[src/rtl/jtag_pkg.sv]
// Shared TAP definitions: 16-state encoding, decoded-state bundle,
// IR capture pattern and the BYPASS opcode test.
package jtag_pkg;

  typedef enum logic [3:0] {
    TAP_TLR    = 4'h0,
    TAP_RTI    = 4'h1,
    TAP_SEL_DR = 4'h2,
    TAP_CAP_DR = 4'h3,
    TAP_SH_DR  = 4'h4,
    TAP_EX1_DR = 4'h5,
    TAP_PAU_DR = 4'h6,
    TAP_EX2_DR = 4'h7,
    TAP_UPD_DR = 4'h8,
    TAP_SEL_IR = 4'h9,
    TAP_CAP_IR = 4'hA,
    TAP_SH_IR  = 4'hB,
    TAP_EX1_IR = 4'hC,
    TAP_PAU_IR = 4'hD,
    TAP_EX2_IR = 4'hE,
    TAP_UPD_IR = 4'hF
  } tap_state_e;

  typedef struct packed {
    logic tlr;
    logic cap_dr;
    logic sh_dr;
    logic upd_dr;
    logic cap_ir;
    logic sh_ir;
    logic upd_ir;
  } tap_decode_t;

  localparam logic [1:0] IR_CAPTURE = 2'b01;

  // True when the low 'width' bits of op are all ones (the BYPASS opcode).
  function automatic logic is_bypass_op(input logic [31:0] op, input int width);
    logic all_ones;
    all_ones = 1'b1;
    for (int i = 0; i < 32; i++) begin
      if (i < width && !op[i]) all_ones = 1'b0;
    end
    return all_ones;
  endfunction

endpackage

[src/rtl/jtag_tap_ctrl_if.sv]
// Pin-level and user data register signals of jtag_tap_ctrl.
// master drives TMS/TDI/user_tdo; slave is the controller.
interface jtag_tap_ctrl_if #(
  parameter int IR_WIDTH = 4
);
  logic                TMS;
  logic                TDI;
  logic                TDO;
  logic                TDO_EN;
  logic [IR_WIDTH-1:0] ir_out;
  logic                user_sel;
  logic                user_tdi;
  logic                user_tdo;
  logic                capture_dr;
  logic                shift_dr;
  logic                update_dr;
  logic                tlr;

  modport master (
    output TMS, TDI, user_tdo,
    input  TDO, TDO_EN, ir_out, user_sel, user_tdi,
           capture_dr, shift_dr, update_dr, tlr
  );

  modport slave (
    input  TMS, TDI, user_tdo,
    output TDO, TDO_EN, ir_out, user_sel, user_tdi,
           capture_dr, shift_dr, update_dr, tlr
  );
endinterface

[src/rtl/jtag_tap_fsm.sv]
// IEEE 1149.1 TAP state machine with synchronous RST override and a
// decoded view of the states the data path acts on.
module jtag_tap_fsm
  import jtag_pkg::*;
(
  input  logic        TCK,
  input  logic        RST,
  input  logic        TMS,
  output tap_decode_t dec
);

  tap_state_e state;
  tap_state_e state_next;

  always_ff @(posedge TCK) begin
    if (RST) state <= TAP_TLR;
    else     state <= state_next;
  end

  always_comb begin
    state_next = TAP_TLR;
    case (state)
      TAP_TLR:    state_next = TMS ? TAP_TLR    : TAP_RTI;
      TAP_RTI:    state_next = TMS ? TAP_SEL_DR : TAP_RTI;
      TAP_SEL_DR: state_next = TMS ? TAP_SEL_IR : TAP_CAP_DR;
      TAP_CAP_DR: state_next = TMS ? TAP_EX1_DR : TAP_SH_DR;
      TAP_SH_DR:  state_next = TMS ? TAP_EX1_DR : TAP_SH_DR;
      TAP_EX1_DR: state_next = TMS ? TAP_UPD_DR : TAP_PAU_DR;
      TAP_PAU_DR: state_next = TMS ? TAP_EX2_DR : TAP_PAU_DR;
      TAP_EX2_DR: state_next = TMS ? TAP_UPD_DR : TAP_SH_DR;
      TAP_UPD_DR: state_next = TMS ? TAP_SEL_DR : TAP_RTI;
      TAP_SEL_IR: state_next = TMS ? TAP_TLR    : TAP_CAP_IR;
      TAP_CAP_IR: state_next = TMS ? TAP_EX1_IR : TAP_SH_IR;
      TAP_SH_IR:  state_next = TMS ? TAP_EX1_IR : TAP_SH_IR;
      TAP_EX1_IR: state_next = TMS ? TAP_UPD_IR : TAP_PAU_IR;
      TAP_PAU_IR: state_next = TMS ? TAP_EX2_IR : TAP_PAU_IR;
      TAP_EX2_IR: state_next = TMS ? TAP_UPD_IR : TAP_SH_IR;
      TAP_UPD_IR: state_next = TMS ? TAP_SEL_DR : TAP_RTI;
      default:    state_next = TAP_TLR;
    endcase
  end

  always_comb begin
    dec        = '0;
    dec.tlr    = (state == TAP_TLR);
    dec.cap_dr = (state == TAP_CAP_DR);
    dec.sh_dr  = (state == TAP_SH_DR);
    dec.upd_dr = (state == TAP_UPD_DR);
    dec.cap_ir = (state == TAP_CAP_IR);
    dec.sh_ir  = (state == TAP_SH_IR);
    dec.upd_ir = (state == TAP_UPD_IR);
  end

endmodule

[src/rtl/jtag_tap_ctrl.sv]
// JTAG TAP controller: IR, BYPASS, optional IDCODE, TDO mux and user DR strobes.
// Define JTAG_IDCODE_EN to build the IDCODE register and make it the reset instruction.
module jtag_tap_ctrl
  import jtag_pkg::*;
#(
  parameter int                  IR_WIDTH     = 4,
  parameter logic [IR_WIDTH-1:0] IDCODE_OP    = IR_WIDTH'(4'b0001),
  parameter logic [31:0]         IDCODE_VALUE = 32'h1000_0001
) (
  input  logic           TCK,
  input  logic           RST,
  jtag_tap_ctrl_if.slave bus
);

`ifdef JTAG_IDCODE_EN
  localparam logic [IR_WIDTH-1:0] RESET_OP = IDCODE_OP;
`else
  localparam logic [IR_WIDTH-1:0] RESET_OP = '1;
`endif

  // Marker block that only elaborates for an illegal parameter set.
  if (IR_WIDTH < 2 || !IDCODE_VALUE[0] || IDCODE_OP == '1) begin : g_illegal_params
  end

  tap_decode_t         dec;
  logic [IR_WIDTH-1:0] ir_sr;
  logic [IR_WIDTH-1:0] ir_out;
  logic [IR_WIDTH-1:0] ir_cap;
  logic                bypass_reg;
  logic                bypass_sel;
  logic                idcode_sel;
  logic                idcode_tdo;
  logic                user_sel;
  logic                tdo;

  jtag_tap_fsm u_fsm (
    .TCK (TCK),
    .RST (RST),
    .TMS (bus.TMS),
    .dec (dec)
  );

  always_comb begin
    ir_cap      = '1;
    ir_cap[1:0] = IR_CAPTURE;
  end

  always_ff @(posedge TCK) begin
    if (RST) begin
      ir_sr  <= '0;
      ir_out <= RESET_OP;
    end else begin
      if (dec.cap_ir)     ir_sr <= ir_cap;
      else if (dec.sh_ir) ir_sr <= {bus.TDI, ir_sr[IR_WIDTH-1:1]};
      if (dec.tlr)         ir_out <= RESET_OP;
      else if (dec.upd_ir) ir_out <= ir_sr;
    end
  end

  assign bypass_sel = is_bypass_op(32'(ir_out), IR_WIDTH);

  always_ff @(posedge TCK) begin
    if (RST)                            bypass_reg <= 1'b0;
    else if (dec.cap_dr && bypass_sel)  bypass_reg <= 1'b0;
    else if (dec.sh_dr && bypass_sel)   bypass_reg <= bus.TDI;
  end

`ifdef JTAG_IDCODE_EN
  logic [31:0] idcode_sr;

  assign idcode_sel = !bypass_sel && (ir_out == IDCODE_OP);
  assign idcode_tdo = idcode_sr[0];

  always_ff @(posedge TCK) begin
    if (RST)                           idcode_sr <= IDCODE_VALUE;
    else if (dec.cap_dr && idcode_sel) idcode_sr <= IDCODE_VALUE;
    else if (dec.sh_dr && idcode_sel)  idcode_sr <= {bus.TDI, idcode_sr[31:1]};
  end
`else
  assign idcode_sel = 1'b0;
  assign idcode_tdo = 1'b0;
`endif

  assign user_sel = !bypass_sel && !idcode_sel;

  // Shift stages present their LSB; every non-shift state drives 0.
  always_comb begin
    tdo = 1'b0;
    if (dec.sh_ir) begin
      tdo = ir_sr[0];
    end else if (dec.sh_dr) begin
      if (bypass_sel)      tdo = bypass_reg;
      else if (idcode_sel) tdo = idcode_tdo;
      else                 tdo = bus.user_tdo;
    end
  end

  assign bus.TDO        = tdo;
  assign bus.TDO_EN     = dec.sh_ir | dec.sh_dr;
  assign bus.ir_out     = ir_out;
  assign bus.user_sel   = user_sel;
  assign bus.user_tdi   = bus.TDI;
  assign bus.capture_dr = dec.cap_dr & user_sel;
  assign bus.shift_dr   = dec.sh_dr & user_sel;
  assign bus.update_dr  = dec.upd_dr & user_sel;
  assign bus.tlr        = dec.tlr;

endmodule

[src/flat_wrapper.sv]
// flat-port wrapper written by rule: the top's interface ports become plain ports
module jtag_tap_ctrl_flat import jtag_pkg::*;
#(
  parameter int                  IR_WIDTH     = 4,
  parameter logic [IR_WIDTH-1:0] IDCODE_OP    = IR_WIDTH'(4'b0001),
  parameter logic [31:0]         IDCODE_VALUE = 32'h1000_0001
)
  (TCK, RST, bus_TMS, bus_TDI, bus_user_tdo, bus_TDO, bus_TDO_EN, bus_ir_out, bus_user_sel, bus_user_tdi, bus_capture_dr, bus_shift_dr, bus_update_dr, bus_tlr);
  jtag_tap_ctrl_if #(.IR_WIDTH(IR_WIDTH)) bus_i ();
  input  logic TCK;
  input  logic RST;
  input wire logic [$bits(bus_i.TMS)-1:0] bus_TMS;
  input wire logic [$bits(bus_i.TDI)-1:0] bus_TDI;
  input wire logic [$bits(bus_i.user_tdo)-1:0] bus_user_tdo;
  output wire logic [$bits(bus_i.TDO)-1:0] bus_TDO;
  output wire logic [$bits(bus_i.TDO_EN)-1:0] bus_TDO_EN;
  output wire logic [$bits(bus_i.ir_out)-1:0] bus_ir_out;
  output wire logic [$bits(bus_i.user_sel)-1:0] bus_user_sel;
  output wire logic [$bits(bus_i.user_tdi)-1:0] bus_user_tdi;
  output wire logic [$bits(bus_i.capture_dr)-1:0] bus_capture_dr;
  output wire logic [$bits(bus_i.shift_dr)-1:0] bus_shift_dr;
  output wire logic [$bits(bus_i.update_dr)-1:0] bus_update_dr;
  output wire logic [$bits(bus_i.tlr)-1:0] bus_tlr;
  assign bus_i.TMS = bus_TMS;
  assign bus_i.TDI = bus_TDI;
  assign bus_i.user_tdo = bus_user_tdo;
  assign bus_TDO = bus_i.TDO;
  assign bus_TDO_EN = bus_i.TDO_EN;
  assign bus_ir_out = bus_i.ir_out;
  assign bus_user_sel = bus_i.user_sel;
  assign bus_user_tdi = bus_i.user_tdi;
  assign bus_capture_dr = bus_i.capture_dr;
  assign bus_shift_dr = bus_i.shift_dr;
  assign bus_update_dr = bus_i.update_dr;
  assign bus_tlr = bus_i.tlr;
  jtag_tap_ctrl #(.IR_WIDTH(IR_WIDTH), .IDCODE_OP(IDCODE_OP), .IDCODE_VALUE(IDCODE_VALUE)) u_core (.TCK(TCK), .RST(RST), .bus(bus_i));
endmodule
[config.mk]
export PLATFORM = sky130hd
export DESIGN_NAME = jtag_tap_ctrl_flat
export DESIGN_NICKNAME = d
export VERILOG_FILES = /design/src/rtl/jtag_pkg.sv /design/src/rtl/jtag_tap_ctrl_if.sv /design/src/rtl/jtag_tap_fsm.sv /design/src/rtl/jtag_tap_ctrl.sv /design/src/flat_wrapper.sv
export SDC_FILE = /design/constraint.sdc
export NUM_CORES = 1
export LEC_CHECK = 0
export BUFFER_PORTS_ARGS = -buffer_cell sky130_fd_sc_hd__buf_2
export CORE_MARGIN = 3
export CORE_UTILIZATION = 51
export DETAILED_ROUTE_END_ITERATION = 12
export PLACE_DENSITY = 0.79
export SETUP_SLACK_MARGIN = 0.15
export SLEW_MARGIN = 20
export SYNTH_ARGS = -nofsm -noshare
export SYNTH_HDL_FRONTEND = slang
export SYNTH_SLANG_ARGS = --single-unit
[constraint.sdc]
create_clock -name TCK -period 2.05 [get_ports TCK]
set_clock_uncertainty 0.1 [all_clocks]
set_input_delay 0.1025 -clock TCK [delete_from_list [all_inputs] [get_ports TCK]]
set_output_delay 0.1025 -clock TCK [all_outputs]
set_load 0.005 [all_outputs]
[Word level (Yosys, flattened, before mapping)]
Index checks and enable logic that the tools add are counted.
Operators by class
  add/sub/neg operators: 0
  $mul: 0
  divide/modulo/power cells: 0
  order comparisons: 0
  equal/unequal tests: 15
  shift-type cells: 0
  multiplexer cells: 22
  bitwise operators: 4
  reductions and logical operators: 11
Operators with widths (count)
  one-hot mux 4 bit (12 select lines): 1
  equality test 4 bit, second input constant: 8
  two-way mux 4 bit: 6
  equality test 4 x 3 -> 1 bit, second input constant: 4
  two-way mux 1 bit: 10
  OR reduction 2 bit: 5
  equality test 4 x 2 -> 1 bit, second input constant: 2
  two-way mux 2 bit: 3
  two-way mux 3 bit: 2
  equality test 4 x 1 -> 1 bit, second input constant: 1
  logical NOT 4 bit: 1
  bitwise AND 1 bit: 3
  OR reduction 3 bit: 1
  logical AND 1 bit: 2
  nonzero test 2 bit: 1
  logical NOT 1 bit: 1
  OR 1 bit: 1
Storage, ports and cells
  flip-flop bits (word level): 13
  latch bits: 0
  memory bits (writable): 0
  memory bits (read-only): 0
  word-level logic and storage cells: 57
  memories: 0

[Longest topological paths before layout]
Gate-level depths: netlist (run 1).
  word-level depth: 7
  gate-level depth with buffers: 5
  depth with buffers taken out: 4

[By module]
A second synthesis (run 1) with hierarchy kept.
Unflattened totals
  cell total of the unflattened synthesis: 94
  area, all modules: 780.7 sq um
By module, submodules not included
  jtag_tap_ctrl: times used 1, cells an instance 46, area each 421.7 sq um
  jtag_tap_fsm: times used 1, cells an instance 48, area each 359.1 sq um

[Least setup slack after synthesis (run 1)]
OpenSTA, ideal clock, no wires.
  kind: register to register
  start point: reg u_core.u_fsm.state[2]
  end point: reg u_core.bypass_reg
  arrival: 1337 ps
  required time: 1876 ps
  path slack: 539 ps
  cell stages (with the launch flop): 5
  period minus slack after synthesis: 1511 ps
  cells stage by stage: dfxtp_1 buf_4 or4b_4 or4_1 o21ai_0
On the way
  word-level cells in the longest chain between the ends: 3
  elaborated cells between the ends (all ways): 5
Ends and longest elaborated chain
  from (decl): line jtag_tap_fsm.sv:12  | tap_state_e state;
  from (signal assigned): line jtag_tap_fsm.sv:17  | else state <= state_next;
  equality test 4 x 2 -> 1 bit: line jtag_tap_fsm.sv:46  | dec.cap_dr = (state == TAP_CAP_DR);
  logical AND 1 bit: line jtag_tap_ctrl.sv:64  | else if (dec.cap_dr && bypass_sel) bypass_reg <= 1'b0;
  OR reduction 2 bit (no line)
  to (signal assigned): line jtag_tap_ctrl.sv:65  | else if (dec.sh_dr && bypass_sel) bypass_reg <= bus.TDI;
  to (decl): line jtag_tap_ctrl.sv:29  | logic bypass_reg;
Parallel ways exist; a longest one is shown, timed or not.
A chain may end at the register's enable or synchronous reset.

[Worst setup path in the final report (run 1)]
  start point: reg u_core.u_fsm.state[3]
  end point: out bus_TDO
On the way
  word-level cells in the longest chain between the ends: 3
  elaborated cells between the ends (all ways): 4
Ends and longest elaborated chain
  equality test 4 x 3 -> 1 bit: line jtag_tap_fsm.sv:47  | dec.sh_dr = (state == TAP_SH_DR);
  two-way mux 1 bit: line jtag_tap_ctrl.sv:91  | end else if (dec.sh_dr) begin
  two-way mux 1 bit (*): line jtag_tap_ctrl.sv:89  | if (dec.sh_ir) begin
  to (decl): line flat_wrapper.sv:15  | output wire logic [$bits(bus_i.TDO)-1:0] bus_TDO;
Mark *: on every way between the ends. The rest lies on a longest branch, timed or not.

==> run metrics, run 1 <==
Design Area, Final 838 µm²; I/O Buffers 16; Layout fillers 131; number of synthesized register bits 13; Synth Flop Type dfxtp_1; final hold violations 0; Die Y 44.0 µm; Peak supply drop 0.366 mV; Final nets 112; crit path kind register to output port; Worst-Margin Slew 0.352 ns; Netlist cell types 33; grt total ovfl 0; share of cells above drive strength 1 0.236; Max stage delay on crit path 0.59 ns; Buf/Inv on CP 1; Reg area 262 µm²; DRT antenna net count 0; Initial Util 0.553; All-Layer GR Usage 0.199; Clock Tree Buf Depth 2; LEAKAGE 0.337 nW; syn_nets 98; Root Buffer clkbuf_4; initial DRC count 25; met1 Usage GRT 0.282; vias in the first global route 667; Pre-Repair DR Iteration Count 4; global-route wire length before repair 2.92 mm; cts bufs inserted 3; RSZ-0062 raised after global routing no; Finished Layout Cells 121; Hold WS 0.0439 ns; Worst-path clk slew 0.08 ns; setup TNS 0 ns; CTS tree yes; Synth top area share 0.353; Core ar. 1330 µm²; Slew Limit Fails 0; DP Area 811 µm²; Synth Cell Area 737 µm²; CP Launch Type register; Max stage delay cell, worst path or4b_4; Die Area 1940 µm²; Rows 13; number of flops mapped to enable cells by yosys 0; Worst slew margin 0.763; CP delay by family, top simple AND/OR/NAND/NOR gates; met3 Use GR 0.0732; global route hottest layer met2; CP max FO 15; CP required 1.85 ns; sequential-to-total area share from yosys stat 0.353; CTS H-tree depth 1; final setup fails 0; Mean Syn Cell Area 7.92 µm²; CP Cell Sequence or4b_4 > o2bb2ai_1 > buf_2; fin crit period 1.74 ns; post-synthesis cell type with the largest combined area dfxtp_1; clk_lat worst skew 0.27 ns; placed instance count 117; vias per std cell 5.96; Area growth, synth to finish 13.8%; maximum number of pins on one net before global-route repair 20; outcome finished, final reports clean; WL per Instance 13.6 µm; max_cap viols 0; WL final 1.64 mm; Setup Buffers After CTS 0; multi-input combinational cell area 403 µm²; worst hold path class primary input to register; final period utilization 0.847; initial antenna violation count 0; clock sinks 13; DRC Markers 0; Cells after Synth 93; CP Capture Type output port; Yosys warnings 0; Ant. Diodes 0; Async SR Flop Fraction 0; largest cells by area after synthesis dfxtp_1 (35%), nor2_1 (5.1%), mux2i_1 (4.1%), inv_1 (3.6%), nand2_1 (3.6%); CP arrival 1.53 ns; Top Ports 17; Top Registers u_core.bus.ir_out: 4 flops, u_core.ir_sr: 4 flops, u_core.u_fsm.state: 4 flops; fmax 576 MHz; M2 GR Usage 0.294; die width 44.0 µm; Post-DP HPWL 1.17 mm; PD cells 570 nW/µm²; via count 721; RePlAce Congestion 0.764
-- layout make-up --
type | count | share of cell area
multi-input combinational | 63 | 0.481
sequential | 13 | 0.312
timing repair buffer | 19 | 0.122
clock buffer | 4 | 0.0313
inverter | 7 | 0.0313
tap | 15 | 0.0224
-- cells in the mapped netlist (all sizes together) (4+ instances only) --
library cell and instances:
nor2 10, clkbuf 5, o21ai 5, buf 5, nand3 4, nand2b 4, dfxtp 13, nand2 7
inv 7
-- what timing repair did --
item | in CTS | in global routing
endpoints found under the setup margin | 0 | 1
resized for setup | 0 | 1
hold buffers | 0 | 0
-- final timing paths --
check | from | end | slack, ns | cells after the start
max | u_core.u_fsm.state[3]$_SDFF_PP0_ | bus_TDO | 0.31 | 3
min | RST | u_core.ir_sr[0]$_SDFFE_PP0N_ | 0.04 | 2
max reg2reg | u_core.u_fsm.state[3]$_SDFF_PP0_ | u_core.bypass_reg$_SDFFE_PP0P_ | 0.42 | 3
min reg2reg | u_core.ir_sr[1]$_SDFFE_PP0N_ | u_core.ir_sr[1]$_SDFFE_PP0N_ | 0.37 | 2
-- routing by layer --
| layer | part of all wire | routed length [µm] | up-vias |
|---|---|---|---|
| li1 | - | - | 359 |
| met2 | 0.45 | 733 | 22 |
| met5 | 0 | 0 | - |
| met1 | 0.48 | 788 | 338 |
| met4 | 0.0043 | 7 | 0 |
| met3 | 0.068 | 111 | 2 |
-- through the flow --
| step | util | power [mW] | setup slack (ns) |
|---|---|---|---|
| 3_5_place_dp | 0.608 | 0.329 | 0.370 |
| 2_1_floorplan | - | 0.312 | 0.539 |
| 3_3_place_gp | 0.608 | 0.326 | 0.407 |
| 5_1_grt | 0.629 | 0.509 | 0.230 |
| 6_report | 0.629 | 0.477 | 0.314 |
| 4_1_cts | 0.628 | 0.484 | 0.231 |
-- layout by cell type, fill, tap and decap left out, drive strengths merged, types with 2 or more instances in the layout --
cell type,instances
a31oi,2
nor4,2
a311oi,3
a221oi,2
a21oi,3
nand3,4
nor2,10
inv,7
buf,19
nand2,7
o21ai,5
mux2i,3
o211ai,3
clkbuf,4
dfxtp,13
nand2b,4
-- kinds of logic after synthesis --
group                     count (synthesis)  share of synthesized area
AOI/OAI and AO/OA                        24                      0.233
xor gates and xnor gates                  1                     0.0119
buffers and inverters                    17                      0.100
DFF                                      13                      0.353
muxes                                     3                     0.0407
and+or+nand+nor                          35                      0.261
-- power by group --
group	leakage, nW	switching, mW	internal, mW
clock network	0.0150	0.0783	0.0753
logic	0.216	0.0381	0.0234
registers	0.106	0.00511	0.257
total	0.337	0.122	0.356
-- worst register-to-register path: cells and delay by family (launching register included) --
family          cells  cell delay [ns]
simple gates        2             1.00
flops               1             0.40
compound gates      1             0.08
Power figures use the tool's default switching activity.
==> inputs of run 2 (changes only) <==
Settings changed: CORE_UTILIZATION 51 to 46, PLACE_DENSITY 0.79 to 0.76.
Clock period 2.05 ns to 1.4 ns, I/O delays scaled along.
==> run metrics, run 2 (synthesized netlist as in run 1, its figures left out) <==
WL per Instance 20.7 µm (+53%); Slew Limit Fails 0 (unchanged); setup slack, reg-to-reg -0.20 ns (-0.62 ns); CP Capture Type output port; Int Power 0.581 mW (+63%); LEAKAGE 0.526 nW (+56%); final core occ 0.902 (+0.273); initial DRC count 53 (+110%); worst r2r dst u_core.bypass_reg$_SDFFE_PP0P_; Rows 13 (unchanged); total design power 0.833 mW (+74%); Seq pwr share 0.459 (-0.090); Max stage delay on crit path 0.54 ns (-0.05 ns); Final nets 141 (+26%); fmax 570 MHz; Design Area, Final 1260 µm² (+50%); DRC Markers 0 (unchanged); Max stage delay cell, worst path or4b_4; most common cell after layout, fill and taps aside buf_4; Switching Power 0.251 mW (+110%); metal3 WL 257 µm (+130%); Worst slew margin 0.788 (+0.0253); Finished Layout Cells 150 (+24%); clock sinks 13 (unchanged); All-Layer GR Usage 0.223 (+0.0234); hold path start RST; CTS H-tree depth 1 (unchanged); Core ar. 1400 µm² (+4.9%); Critical R2R Launch u_core.bus.ir_out[3]$_SDFFE_PP1P_; Pre-Repair DR Iteration Count 5 (+1); final worst setup slack -0.356 ns (-0.670 ns); final period utilization 1.25; crit path kind register to output port; WL final 3.10 mm (+89%); commonest cells after routing, fill and taps aside buf_4 (17), buf_2 (15), buf_6 (12), nor2_1 (9); global-route wire length before repair 3.29 mm (+13%); Top Ports 17 (unchanged); DP Worst Slack -0.0689 ns (-0.438 ns); Root Buffer clkbuf_4; Post-DP HPWL 1.25 mm (+6.9%); RSZ-0062 raised after global routing yes; wl on met1 1.19 mm (+51%); CP required 1.23 ns (-0.62 ns); Top Registers u_core.bus.ir_out: 4 flops, u_core.ir_sr: 4 flops, u_core.u_fsm.state: 4 flops; Die Y 46.0 µm (+4.6%); Peak supply drop 0.441 mV (+21%); RePlAce Congestion 0.780 (+2.0%); Routed met2 length 1.50 mm (+110%); failing checks setup timing; Worst-Margin Slew 0.316 ns (-0.0359 ns); CTS Hold Bufs 0 (unchanged); Ant. Diodes 0 (unchanged); Area growth, synth to finish 71.1%; Layout fillers 52 (-60%); grt total ovfl 0 (unchanged); CP max FO 4 (-11); die width 46.0 µm (+4.6%); initial antenna violation count 0 (unchanged); DP Area 841 µm² (+3.7%); Clock Tree Buf Depth 2 (unchanged); final hold violations 0 (unchanged); CP arrival 1.59 ns (+0.06 ns); I/O Buffers 16 (unchanged); worst r2r path cells 6 (+3); clk_lat worst skew 0.29 ns (+0.02 ns); Sw Share 0.302 (+0.0474); DRT antenna net count 0 (unchanged); cts bufs inserted 3 (unchanged); hold depth 2 (unchanged); final setup fails 15 (+15); maximum number of pins on one net before global-route repair 20 (unchanged); Hold Path End u_core.u_fsm.state[2]$_SDFF_PP0_; Comb power frac 0.237 (+0.108); Top Layer Used met4; via count 988 (+37%); clock share of power 0.304 (-0.018); vias per std cell 6.59 (+11%); vias in the first global route 741 (+11%); outcome complete, but fails checks; CTS tree yes; PD cells 660 nW/µm² (+16%); CP Launch Type register; placed instance count 121 (+3.4%); share of cells above drive strength 1 0.578 (+0.342); Worst-path clk slew 0.10 ns (+0.02 ns); CP Cell Sequence or4b_4 > buf_6 > o21ai_0 > buf_2; Die Area 2120 µm² (+9.3%); worst hold path class primary input to register; max_cap viols 0 (unchanged); Initial Util 0.527 (-0.0257); fin crit period 1.76 ns
[run 2: cell types whose count changed in the layout (fill, tap and decap cells not counted), sizes merged]
cell / delta
buf: +29
[run 2: worst max-delay path by stage]
stage | end | from | slack [ns] | depth (start not counted)
floorplan | u_core.bypass_reg$_SDFFE_PP0P_ | u_core.u_fsm.state[2]$_SDFF_PP0_ | -0.11 | 4
global placement | u_core.bypass_reg$_SDFFE_PP0P_ | u_core.u_fsm.state[3]$_SDFF_PP0_ | -0.04 | 3
detailed placement | u_core.bypass_reg$_SDFFE_PP0P_ | u_core.u_fsm.state[3]$_SDFF_PP0_ | -0.07 | 3
CTS | bus_TDO | u_core.u_fsm.state[0]$_SDFF_PP0_ | -0.24 | 4
global route | bus_TDO | u_core.u_fsm.state[0]$_SDFF_PP0_ | -0.37 | 4
finish | bus_TDO_EN | u_core.u_fsm.state[0]$_SDFF_PP0_ | -0.36 | 4
[run 2: per-layer routing]
layer | vias up | track usage
met5 | - | 0
met4 | 0 | 0.0795
met3 | 23 | 0.0672
met2 | 67 | 0.404
met1 | 477 | 0.238
li1 | 421 | -
[run 2: through the flow]
step / hold slack, ns / TNS, ns
2_1_floorplan: 0.121 / -0.108
3_3_place_gp: 0.223 / -0.0443
3_5_place_dp: 0.222 / -0.0689
4_1_cts: 0.00686 / -0.989
5_1_grt: 0.0233 / -2.85
6_report: 0.00663 / -2.13
[run 2: power groups by stage]
stage	sequential, mW	combinational, mW	clock [mW]
final	0.382	0.197	0.253
after global routing	0.384	0.205	0.264
after CTS	0.381	0.110	0.225
after detailed placement	0.388	0.0964	0
after global placement	0.388	0.0925	0
after floorplan	0.390	0.0696	0
[run 2: worst max-delay path: cells and delay by family, from the launching register on]
| family | cells | cell delay, ns |
|---|---|---|
| simple gates | 1 | 0.54 |
| compound gates | 1 | 0.10 |
| flops | 1 | 0.34 |
| buf+inv | 2 | 0.31 |
[run 2: cell type report]
type / count / area, µm² / share of cell area
Clock buffer: 4 / 26.3 / 0.0208
Inverter: 7 / 26.3 / 0.0208
Multi-Input combinational cell: 63 / 513 / 0.407
Sequential cell: 13 / 269 / 0.213
Tap cell: 15 / 18.8 / 0.0149
Timing Repair Buffer: 48 / 408 / 0.323
[run 2: repair_timing]
| item | 4_1_cts | 5_1_grt |
|---|---|---|
| pin swaps | 5 | 9 |
| buffers inserted | 7 | 18 |
| endpoints found under the setup margin | 19 | 20 |
| resized for setup | 22 | 32 |
